===== src/rtl/sha2_multimode_pkg.sv =====
// rtl/sha2_multimode_pkg.sv - SHA-2 constants, types and round helper functions
// Purpose: round constants, both IVs, mode/state enums and the shared
//          schedule and compression-round functions.
// Ports:   none (package).
package sha2_multimode_pkg;

   localparam int NumRound = 64;

   typedef enum logic {Sha256 = 1'b0, Sha224 = 1'b1} mode_e;
   typedef enum logic [1:0] {StIdle, StLoad, StCompress, StUpdate} state_e;

   // Element 0 sits in the MSBs, so H0/W0 line up with digest[255:224].
   typedef logic [0:7][31:0]  hash_t;
   typedef logic [0:15][31:0] sched_t;

   localparam logic [31:0] K [NumRound] = '{
      32'h428a2f98, 32'h71374491, 32'hb5c0fbcf, 32'he9b5dba5, 32'h3956c25b, 32'h59f111f1, 32'h923f82a4, 32'hab1c5ed5,
      32'hd807aa98, 32'h12835b01, 32'h243185be, 32'h550c7dc3, 32'h72be5d74, 32'h80deb1fe, 32'h9bdc06a7, 32'hc19bf174,
      32'he49b69c1, 32'hefbe4786, 32'h0fc19dc6, 32'h240ca1cc, 32'h2de92c6f, 32'h4a7484aa, 32'h5cb0a9dc, 32'h76f988da,
      32'h983e5152, 32'ha831c66d, 32'hb00327c8, 32'hbf597fc7, 32'hc6e00bf3, 32'hd5a79147, 32'h06ca6351, 32'h14292967,
      32'h27b70a85, 32'h2e1b2138, 32'h4d2c6dfc, 32'h53380d13, 32'h650a7354, 32'h766a0abb, 32'h81c2c92e, 32'h92722c85,
      32'ha2bfe8a1, 32'ha81a664b, 32'hc24b8b70, 32'hc76c51a3, 32'hd192e819, 32'hd6990624, 32'hf40e3585, 32'h106aa070,
      32'h19a4c116, 32'h1e376c08, 32'h2748774c, 32'h34b0bcb5, 32'h391c0cb3, 32'h4ed8aa4a, 32'h5b9cca4f, 32'h682e6ff3,
      32'h748f82ee, 32'h78a5636f, 32'h84c87814, 32'h8cc70208, 32'h90befffa, 32'ha4506ceb, 32'hbef9a3f7, 32'hc67178f2};

   localparam hash_t Iv256 = {32'h6a09e667, 32'hbb67ae85, 32'h3c6ef372, 32'ha54ff53a,
                              32'h510e527f, 32'h9b05688c, 32'h1f83d9ab, 32'h5be0cd19};
   localparam hash_t Iv224 = {32'hc1059ed8, 32'h367cd507, 32'h3070dd17, 32'hf70e5939,
                              32'hffc00b31, 32'h68581511, 32'h64f98fa7, 32'hbefa4fa4};

   function automatic logic [31:0] rotr(input logic [31:0] x, input int n);
      return (x >> n) | (x << (32 - n));
   endfunction

   function automatic logic [31:0] shiftr(input logic [31:0] x, input int n);
      return x >> n;
   endfunction

   // Next schedule word from the 16-word sliding window (W0 is the oldest).
   function automatic logic [31:0] calc_w(input sched_t w);
      logic [31:0] s0, s1;
      s0 = rotr(w[1], 7) ^ rotr(w[1], 18) ^ shiftr(w[1], 3);
      s1 = rotr(w[14], 17) ^ rotr(w[14], 19) ^ shiftr(w[14], 10);
      return w[0] + s0 + w[9] + s1;
   endfunction

   function automatic hash_t compress_round(input hash_t h, input logic [31:0] k,
                                            input logic [31:0] w);
      logic [31:0] t1, t2;
      t1 = h[7] + (rotr(h[4], 6) ^ rotr(h[4], 11) ^ rotr(h[4], 25))
         + ((h[4] & h[5]) ^ (~h[4] & h[6])) + k + w;
      t2 = (rotr(h[0], 2) ^ rotr(h[0], 13) ^ rotr(h[0], 22))
         + ((h[0] & h[1]) ^ (h[0] & h[2]) ^ (h[1] & h[2]));
      return {t1 + t2, h[0], h[1], h[2], h[3] + t1, h[4], h[5], h[6]};
   endfunction

endpackage


===== src/rtl/sha2_round_unroll.sv =====
// rtl/sha2_round_unroll.sv - combinational chain of RoundsPerCycle SHA-2 rounds
// Purpose: applies RoundsPerCycle consecutive rounds and schedule shifts.
// Ports:   w_i/w_o   schedule window in/out
//          h_i/h_o   working hash in/out
//          round_i   index of the first round applied this cycle
module sha2_round_unroll
   import sha2_multimode_pkg::*;
#(
   parameter int RoundsPerCycle = 1
) (
   input  sched_t     w_i,
   input  hash_t      h_i,
   input  logic [5:0] round_i,
   output sched_t     w_o,
   output hash_t      h_o
);

   sched_t w_c [RoundsPerCycle+1];
   hash_t  h_c [RoundsPerCycle+1];

   assign w_c[0] = w_i;
   assign h_c[0] = h_i;

   for (genvar i = 0; i < RoundsPerCycle; i++) begin : g_round
      logic [5:0] rnd;
      assign rnd       = round_i + 6'(i);
      assign h_c[i+1]  = compress_round(h_c[i], K[rnd], w_c[i][0]);
      // The last 16 rounds only drain the window; nothing new is needed.
      assign w_c[i+1]  = {w_c[i][1:15], (rnd >= 6'd48) ? 32'h0 : calc_w(w_c[i])};
   end

   assign w_o = w_c[RoundsPerCycle];
   assign h_o = h_c[RoundsPerCycle];

endmodule


===== src/rtl/sha2_multimode.sv =====
// rtl/sha2_multimode.sv - SHA-256/SHA-224 compression engine with round unrolling
// Purpose: accepts pre-padded 16-word blocks, compresses them and presents the
//          chained digest with a done pulse; reports framing errors.
// Ports:   clk_i, rst_i             clock, synchronous active-high reset
//          sha_en                   low aborts and clears all state
//          mode_i, hash_start       mode select (0 SHA-256, 1 SHA-224), message start
//          wipe_secret, wipe_v      XOR wipe of W, working hash and digest
//          msg_valid/data/last/ready  word input handshake
//          hash_done, digest, err_o   result pulse, digest, framing error pulse
module sha2_multimode
   import sha2_multimode_pkg::*;
#(
   parameter int RoundsPerCycle = 1
) (
   input  logic         clk_i,
   input  logic         rst_i,
   input  logic         sha_en,
   input  logic         mode_i,
   input  logic         hash_start,
   input  logic         wipe_secret,
   input  logic [31:0]  wipe_v,
   input  logic         msg_valid,
   input  logic [31:0]  msg_data,
   input  logic         msg_last,
   output logic         msg_ready,
   output logic         hash_done,
   output logic [255:0] digest,
   output logic         err_o
);

   if (!(RoundsPerCycle == 1 || RoundsPerCycle == 2 || RoundsPerCycle == 4)) begin : g_bad_rpc
      $error("sha2_multimode: RoundsPerCycle must be 1, 2 or 4");
   end

   state_e     state_q, state_d;
   mode_e      mode_q, mode_d;
   sched_t     w_q, w_d, w_rnd;
   hash_t      wh_q, wh_d, wh_rnd;
   hash_t      digest_q, digest_d;
   logic [5:0] round_q, round_d;
   logic [3:0] cnt_q, cnt_d;
   logic       last_q, last_d, done_q, done_d, err_q, err_d;

   sha2_round_unroll #(.RoundsPerCycle(RoundsPerCycle)) u_unroll (
      .w_i     (w_q),
      .h_i     (wh_q),
      .round_i (round_q),
      .w_o     (w_rnd),
      .h_o     (wh_rnd)
   );

   // Words are only taken when no higher-priority control acts this cycle,
   // so a handshake never coincides with a cycle that ignores the word.
   assign msg_ready = (state_q == StLoad) && !rst_i && !wipe_secret && sha_en && !hash_start;
   assign hash_done = done_q;
   assign err_o     = err_q;
   assign digest    = (mode_q == Sha224 && state_q == StIdle) ? {digest_q[0:6], 32'h0}
                                                               : digest_q;

   always_comb begin
      state_d  = state_q;
      mode_d   = mode_q;
      w_d      = w_q;
      wh_d     = wh_q;
      digest_d = digest_q;
      round_d  = round_q;
      cnt_d    = cnt_q;
      last_d   = last_q;
      done_d   = 1'b0;
      err_d    = 1'b0;
      if (wipe_secret) begin
         w_d      = w_q ^ {16{wipe_v}};
         wh_d     = wh_q ^ {8{wipe_v}};
         digest_d = digest_q ^ {8{wipe_v}};
      end else if (!sha_en) begin
         state_d  = StIdle;
         mode_d   = Sha256;
         w_d      = '0;
         wh_d     = '0;
         digest_d = '0;
         round_d  = '0;
         cnt_d    = '0;
         last_d   = 1'b0;
      end else if (hash_start) begin
         state_d  = StLoad;
         mode_d   = mode_e'(mode_i);
         digest_d = mode_i ? Iv224 : Iv256;
         round_d  = '0;
         cnt_d    = '0;
         last_d   = 1'b0;
      end else begin
         case (state_q)
            StLoad: begin
               if (msg_valid && msg_ready) begin
                  if (msg_last && cnt_q != 4'd15) begin
                     err_d   = 1'b1;
                     state_d = StIdle;
                     cnt_d   = '0;
                  end else begin
                     w_d    = {w_q[1:15], msg_data};
                     cnt_d  = cnt_q + 4'd1;
                     last_d = msg_last;
                     if (cnt_q == 4'd15) begin
                        state_d = StCompress;
                        wh_d    = digest_q;
                        round_d = '0;
                     end
                  end
               end
            end
            StCompress: begin
               w_d     = w_rnd;
               wh_d    = wh_rnd;
               round_d = round_q + 6'(RoundsPerCycle);
               if (round_q == 6'(NumRound - RoundsPerCycle)) begin
                  round_d = '0;
                  state_d = StUpdate;
               end
            end
            StUpdate: begin
               for (int i = 0; i < 8; i++) digest_d[i] = digest_q[i] + wh_q[i];
               cnt_d = '0;
               if (last_q) begin
                  done_d  = 1'b1;
                  state_d = StIdle;
               end else begin
                  state_d = StLoad;
               end
            end
            default: state_d = state_q;
         endcase
      end
   end

   always_ff @(posedge clk_i) begin
      if (rst_i) begin
         state_q  <= StIdle;
         mode_q   <= Sha256;
         w_q      <= '0;
         wh_q     <= '0;
         digest_q <= '0;
         round_q  <= '0;
         cnt_q    <= '0;
         last_q   <= 1'b0;
         done_q   <= 1'b0;
         err_q    <= 1'b0;
      end else begin
         state_q  <= state_d;
         mode_q   <= mode_d;
         w_q      <= w_d;
         wh_q     <= wh_d;
         digest_q <= digest_d;
         round_q  <= round_d;
         cnt_q    <= cnt_d;
         last_q   <= last_d;
         done_q   <= done_d;
         err_q    <= err_d;
      end
   end

endmodule


===== config.mk =====
export PLATFORM = sky130hd
export DESIGN_NAME = sha2_multimode
export DESIGN_NICKNAME = d
export VERILOG_FILES = /design/src/rtl/sha2_multimode_pkg.sv /design/src/rtl/sha2_round_unroll.sv /design/src/rtl/sha2_multimode.sv
export SDC_FILE = /design/constraint.sdc
export NUM_CORES = 2
export LEC_CHECK = 0
export BUFFER_PORTS_ARGS = -buffer_cell sky130_fd_sc_hd__buf_4
export CORE_MARGIN = 5
export CORE_UTILIZATION = 50
export DETAILED_ROUTE_END_ITERATION = 12
export PLACE_DENSITY = 0.67
export SETUP_SLACK_MARGIN = 0.15
export SYNTH_ARGS = -nofsm -noshare
export SYNTH_HDL_FRONTEND = slang
export SYNTH_SLANG_ARGS = --single-unit

===== constraint.sdc =====
create_clock -name clk_i -period 10.5 [get_ports clk_i]
set_input_delay 2.1 -clock clk_i [delete_from_list [all_inputs] [get_ports clk_i]]
set_output_delay 2.1 -clock clk_i [all_outputs]
set_load 0.05 [all_outputs]

# Word level (Yosys, flattened, before mapping)
# Memories as Yosys holds them, arrays and structs flattened.
# Index checks and enable logic that the tools add are counted.
# classes
n_addsub	20
order_cmp	2
n_eq_ne	24
muxes	51
bitwise	36
n_reduce_logical	20
# ops
operator	n
$mux W256	11
$mux W512	5
$pmux W512 S2	1
$add A32 B32 Y32	18
$pmux W256 S2	1
$xor A256 B256 Y256	2
$xor A512 B512 Y512	1
$xor A32 B32 Y32	9
$and A32 B32 Y32	5
$mux W32	4
$mux W6	6
$not A32 Y32	1
$or A10 B32 Y32	1
$or A13 B32 Y32	1
$or A14 B32 Y32	1
$or A15 B32 Y32	1
$or A19 B32 Y32	1
$or A21 B32 Y32	1
$or A25 B32 Y32	1
$or A26 B32 Y32	1
$or A30 B32 Y32	1
$or A7 B32 Y32	1
$xor A32 B22 Y32	1
$xor A32 B29 Y32	1
34 further kinds	77
# word_totals
register_bits	1040
romBits	2048
in_bits	72
output_inout_bits	259
wordCells	193
memories	1
# memory_table
name	depth	width	rd	rd_ports_with_merged_regs	write_ports	line_no	rtl
(name not given)	64	32	1	0	0	sha2_round_unroll.sv:27	assign h_c[i+1] = compress_round(h_c[i], K[rnd], w_c[i][0]);

# Depth between registers and ports, before layout
# depth
ltp_word	12
depth_mapped	39
ltp_nobuf	38

# By module
# From an unflattened synthesis, not the netlist that was laid out.
# unflattened
cells_unflattened	10715
hier_area_um2	86604.3
# modules_own_cells
mod	n_inst	cells_per_inst	area_per_inst_um2
sha2_multimode	1	7978	65350.2
sha2_round_unroll	1	2737	21254.1

# Worst setup path before layout
# OpenSTA, ideal clock, no wires.
# synth_timing
path_kind	register to register
start	register round_q[0]
end	register wh_q[255] in the netlist's numbering
arrival_ns	7.666
setup_slack_ns	2.702
path_stages_with_launch	36
period_less_slack_ns	7.798
path_cell_list	dfxtp_1 clkinv_1 ha_1 clkbuf_1 clkbuf_1 nor3_1 o311ai_0 o21ai_0 fa_1 inv_1 ha_1 a21o_1 a21o_1 a21oi_1 o21ai_1 a21oi_1 o211ai_1 a21boi_0 o21bai_1 a21oi_1 xnor2_1 inv_1 fa_1 inv_1 ha_1 and3_1 a221o_1 a21o_1 a21oi_1 o21ai_1 a221o_1 a211o_1 a21oi_1 xnor2_1 xnor2_1 a21oi_1
# synth_via
elab_chain_len	11
# synth_rtl
item	line_no	rtl
start, declared	sha2_multimode.sv:40	logic [5:0] round_q, round_d;
start signal, assigned	sha2_multimode.sv:153	round_q <= round_d;
$not A6 Y7 (implied by the code)	sha2_round_unroll.sv:27	
$mem_v2 Z64 W32	-	
$mux W32 (implied by the code) (2 in a row)	sha2_round_unroll.sv:27	
$add A32 B32 Y32 (2 in a row)	sha2_multimode_pkg.sv:51	+ ((h[4] & h[5]) ^ (~h[4] & h[6])) + k + w;
$add A32 B32 Y32	sha2_multimode_pkg.sv:54	return {t1 + t2, h[0], h[1], h[2], h[3] + t1, h[4], h[5], h[6]};
$pmux W256 S2	sha2_multimode.sv:92	case (state_q)
$mux W256	sha2_multimode.sv:84	end else if (hash_start) begin
$mux W256	sha2_multimode.sv:75	end else if (!sha_en) begin
$mux W256	sha2_multimode.sv:71	if (wipe_secret) begin
end signal, assigned	sha2_multimode.sv:151	wh_q <= wh_d;
end, declared	sha2_multimode.sv:38	hash_t wh_q, wh_d, wh_rnd;
# Every way passes these cells. The select of a mux whose other input is x is not followed.
# A chain may end at the register's enable or synchronous reset.

# Worst setup path in the final report
# layout_timing
start	register round_q[2]
end	register wh_q[255] in the netlist's numbering
# Same word-level chain as after synthesis.

==> out/qor.log <==
qor: status.outcome complete, no violations
qor: min_path.worst_hold_startpoint mode_q
qor: route.total_routed_length 340000 um
qor: sta.max_slew_margin 0.0405
qor: min_path.worstHoldPathCells 2
qor: logic_synthesis.synth.yosys.warnings 0
qor: final_layout.area_growth 8.45%
qor: global_routing.grt_max_degree 210
qor: floorplanning.design.die.area 163000 um^2
qor: logic_synthesis.syn-num-nets 10700
qor: critical_path.setup.reg_to_reg.worst_slack 1750 ps
qor: clocking.cts.repair_timing.setup_buffer_count 0
qor: global_routing.met1_use_gr 0.524
qor: route.ant_nets 0
qor: logic_synthesis.syn-instance-count 10100
qor: logic_synthesis.post_synth_num_cell_types 96
qor: placement.dp.cells 11700
qor: sta.fmax 114 MHz
qor: clocking.clk_latency 800 ps
qor: logic_synthesis.ys_async_sr_fraction 0
qor: sta.finalClockSkew 93.8 ps
qor: route.post-route-drc-count 0
qor: sta.finalWorstPathRequiredPeriod 8750 ps
qor: critical_path.r2r_cells 39
qor: floorplanning.start_util 0.503
qor: critical_path.cp_data_arrival_time 9380 ps
qor: route.dr_total_vias 78800
qor: global_routing.grt_util_met2 0.584
qor: clocking.clock-root-buffer sky130_fd_sc_hd__clkbuf_16
qor: clocking.cts.sinks 1040
qor: critical_path.criticalPathCategory flop to flop
qor: logic_synthesis.top_area_cell_type_share_of_the_netlist_area 0.269
qor: critical_path.crit_path_top_delay_cell sky130_fd_sc_hd__a2111oi_0
qor: global_routing.met3_usage 0.0972
qor: power.power.density 205 nW/um^2
qor: sta.number_of_failing_setup_endpoints_in_the_final_timing_report 0
qor: final_layout.final_cell_count_no_fill 12000
qor: min_path.holdPathEnd mode_q
qor: clocking.clock_tree_from_tritoncts done
qor: critical_path.cp.required 11140 ps
qor: power.max-vdd-ir-drop 0.000170 V
qor: floorplanning.std_cell_rows 144
qor: logic_synthesis.post-synth-top-count-cell sky130_fd_sc_hd__nor2_1
qor: final_layout.layout-drive-gt1-share 0.0849
qor: logic_synthesis.synth_enable_flop_cells 0
qor: global_routing.grt_pass1_vias 71800
qor: final_layout.num-nets-final 10500
qor: critical_path.critical_path.startpoint_type flop
qor: global_routing.number_of_antenna_violations_at_the_first_check_in_global_routing 15
qor: logic_synthesis.syn_area 77400 um^2
qor: final_layout.finish.utilization 0.545
qor: logic_synthesis.post_synthesis_average_cell_area 7.68 um^2
qor: placement.gp_congestion 1.06
qor: logic_synthesis.synth_commonest_cells 1299 x sky130_fd_sc_hd__nor2_1, 1040 x sky130_fd_sc_hd__dfxtp_1, 1004 x sky130_fd_sc_hd__o21ai_0
qor: clocking.clkTransAtPathRegs 70 ps
qor: route.wire_per_inst 28.4 um
qor: critical_path.rr_endpoint wh_q[255]
qor: global_routing.grt_util_all_layers 0.396
qor: min_path.hold_path_class flop to flop
qor: route.route.detailed.vias_per_inst 6.59
qor: clocking.cts_htree_levels 3
qor: logic_synthesis.synth.ff_latch_count 1040
qor: floorplanning.coreArea 154000 um^2
qor: clocking.total_clock_buffers_created_by_cts 117
qor: critical_path.crit_path_max_incr_delay 660 ps
qor: logic_synthesis.ys_seq_area_frac 0.269
qor: placement.half_perimeter_wire_length_after_detailed_placement 250000 um
qor: global_routing.grt-busiest-layer met2
qor: sta.rsz0062_at_grt false
qor: logic_synthesis.synth_largest_area_cell sky130_fd_sc_hd__dfxtp_1
qor: floorplanning.die_w 404 um
qor: floorplanning.design.portCount 331
qor: sta.fin_tns_setup 0 ps
qor: placement.portBuffers 330
qor: clocking.ctsLongestPathBuffers 3
qor: sta.final-max-slew-violation-count 0
qor: sta.hold_viol 0
qor: critical_path.worstSetupEndpointType flop
qor: floorplanning.die_y 404 um
qor: run.cap_viol_max_count 0
qor: power.leakage 35.4 nW
qor: route.detail_route.iter0.violations 10700
qor: sta.worst_slew_pin_slew 1430 ps
qor: sta.period_share 0.833
qor: global_routing.grt_first_pass_wirelength 488000 um
qor: critical_path.timing.critical_path.fanout_max 22
qor: critical_path.reg2reg_from round_q[2]
qor: logic_synthesis.postSynth.topFlopCell sky130_fd_sc_hd__dfxtp_1
qor: logic_synthesis.synth.top_cells.by_area sky130_fd_sc_hd__dfxtp_1 27%, sky130_fd_sc_hd__a22oi_1 8.4%, sky130_fd_sc_hd__o21ai_0 6.5%
qor: clocking.ctsResizeCount 0
qor: route.detail_route.first_pass.iterations 8
qor: global_routing.grt_overflow_total 0
qor: clocking.postCtsHoldBufs 0
[cell usage in the layout, fill, tap and decap left out, types with 79 or more instances in the layout]
master / n
sky130_fd_sc_hd__a21oi_1: 558
sky130_fd_sc_hd__mux2i_1: 248
sky130_fd_sc_hd__nor3_1: 83
sky130_fd_sc_hd__xor2_1: 179
sky130_fd_sc_hd__xnor2_1: 402
sky130_fd_sc_hd__a22oi_1: 869
sky130_fd_sc_hd__dfxtp_1: 1037
sky130_fd_sc_hd__a21o_1: 223
sky130_fd_sc_hd__clkbuf_16: 117
sky130_fd_sc_hd__o22ai_1: 307
sky130_fd_sc_hd__nand2_1: 898
sky130_fd_sc_hd__ha_1: 400
sky130_fd_sc_hd__inv_1: 376
sky130_fd_sc_hd__nand2b_1: 79
sky130_fd_sc_hd__fa_1: 195
sky130_fd_sc_hd__buf_4: 561
sky130_fd_sc_hd__o21ai_0: 1003
sky130_fd_sc_hd__nor2_1: 1292
[area by class of cell]
class                      instances  area (um^2)
fill                           14800        70100
multi-input combinational       7708        50900
sequential                      1040        20800
timing repair buffer             570         4380
clock buffer                     170         3430
tap                             2044         2560
inverter                         380         1430
clock inverter                    37          442
antenna                           11         27.5
[flip-flops by register name (all words and copies together), names as in the netlist]
signal and count:
last_q 1, err_o 1, w_q 512, hash_done 1
mode_q 1, digest_q 256, state_q 2, wh_q 256
cnt_q 4, round_q 6
[per-stage QoR]
step / setup WS [ps] / area, um^2 / hold slack (ps) / power (mW)
global route: 1220 / 83900 / 516 / 18.1
detailed placement: 1950 / 80100 / 472 / 12.8
finish: 1750 / 84000 / 483 / 17.2
floorplan: 2700 / 77400 / 428 / 10.3
CTS: 1860 / 83900 / 480 / 17.0
global placement: 1960 / 80100 / 464 / 12.7
[where the power goes]
group | switching, mW | internal, mW | leakage (nW) | total, mW
sequential | 0.482 | 4.23 | 8.54 | 4.71
combinational | 4.96 | 3.33 | 25.0 | 8.29
clock | 1.87 | 2.36 | 1.90 | 4.23
[routing by layer]
metal | vias to the layer above | share of wire
li1 | 35200 | -
met1 | 38200 | 0.40
met2 | 4446 | 0.42
met3 | 930 | 0.11
met4 | 14 | 0.072
met5 | - | 0.00030
[worst max-delay path by stage]
stage | to | start | depth (start not counted)
2_1_floorplan | wh_q[255] | round_q[0] | 35
6_report | wh_q[255] | round_q[2] | 39
4_1_cts | wh_q[255] | round_q[2] | 35
3_5_place_dp | wh_q[255] | round_q[2] | 35
3_3_place_gp | wh_q[255] | round_q[2] | 35
5_1_grt | wh_q[255] | round_q[2] | 35
[critical path: cells and delay by family, from the launching register on]
kind                       cells  cell delay [ps]
DFF                            1              450
buffers and inverters          9             1760
xor gates and xnor gates       3              490
adders and majority gates      5             1800
and+or+nand+nor                6              600
AOI/OAI and AO/OA             16             3470
[logic make-up after synthesis]
family,synth area share
buffers and inverters,0.0757
muxes,0.0356
xor gates and xnor gates,0.0660
DFF,0.269
and+or+nand+nor,0.146
AOI/OAI and AO/OA,0.292
adders and majority gates,0.115
Note: power is estimated with default switching activity, not from simulation.
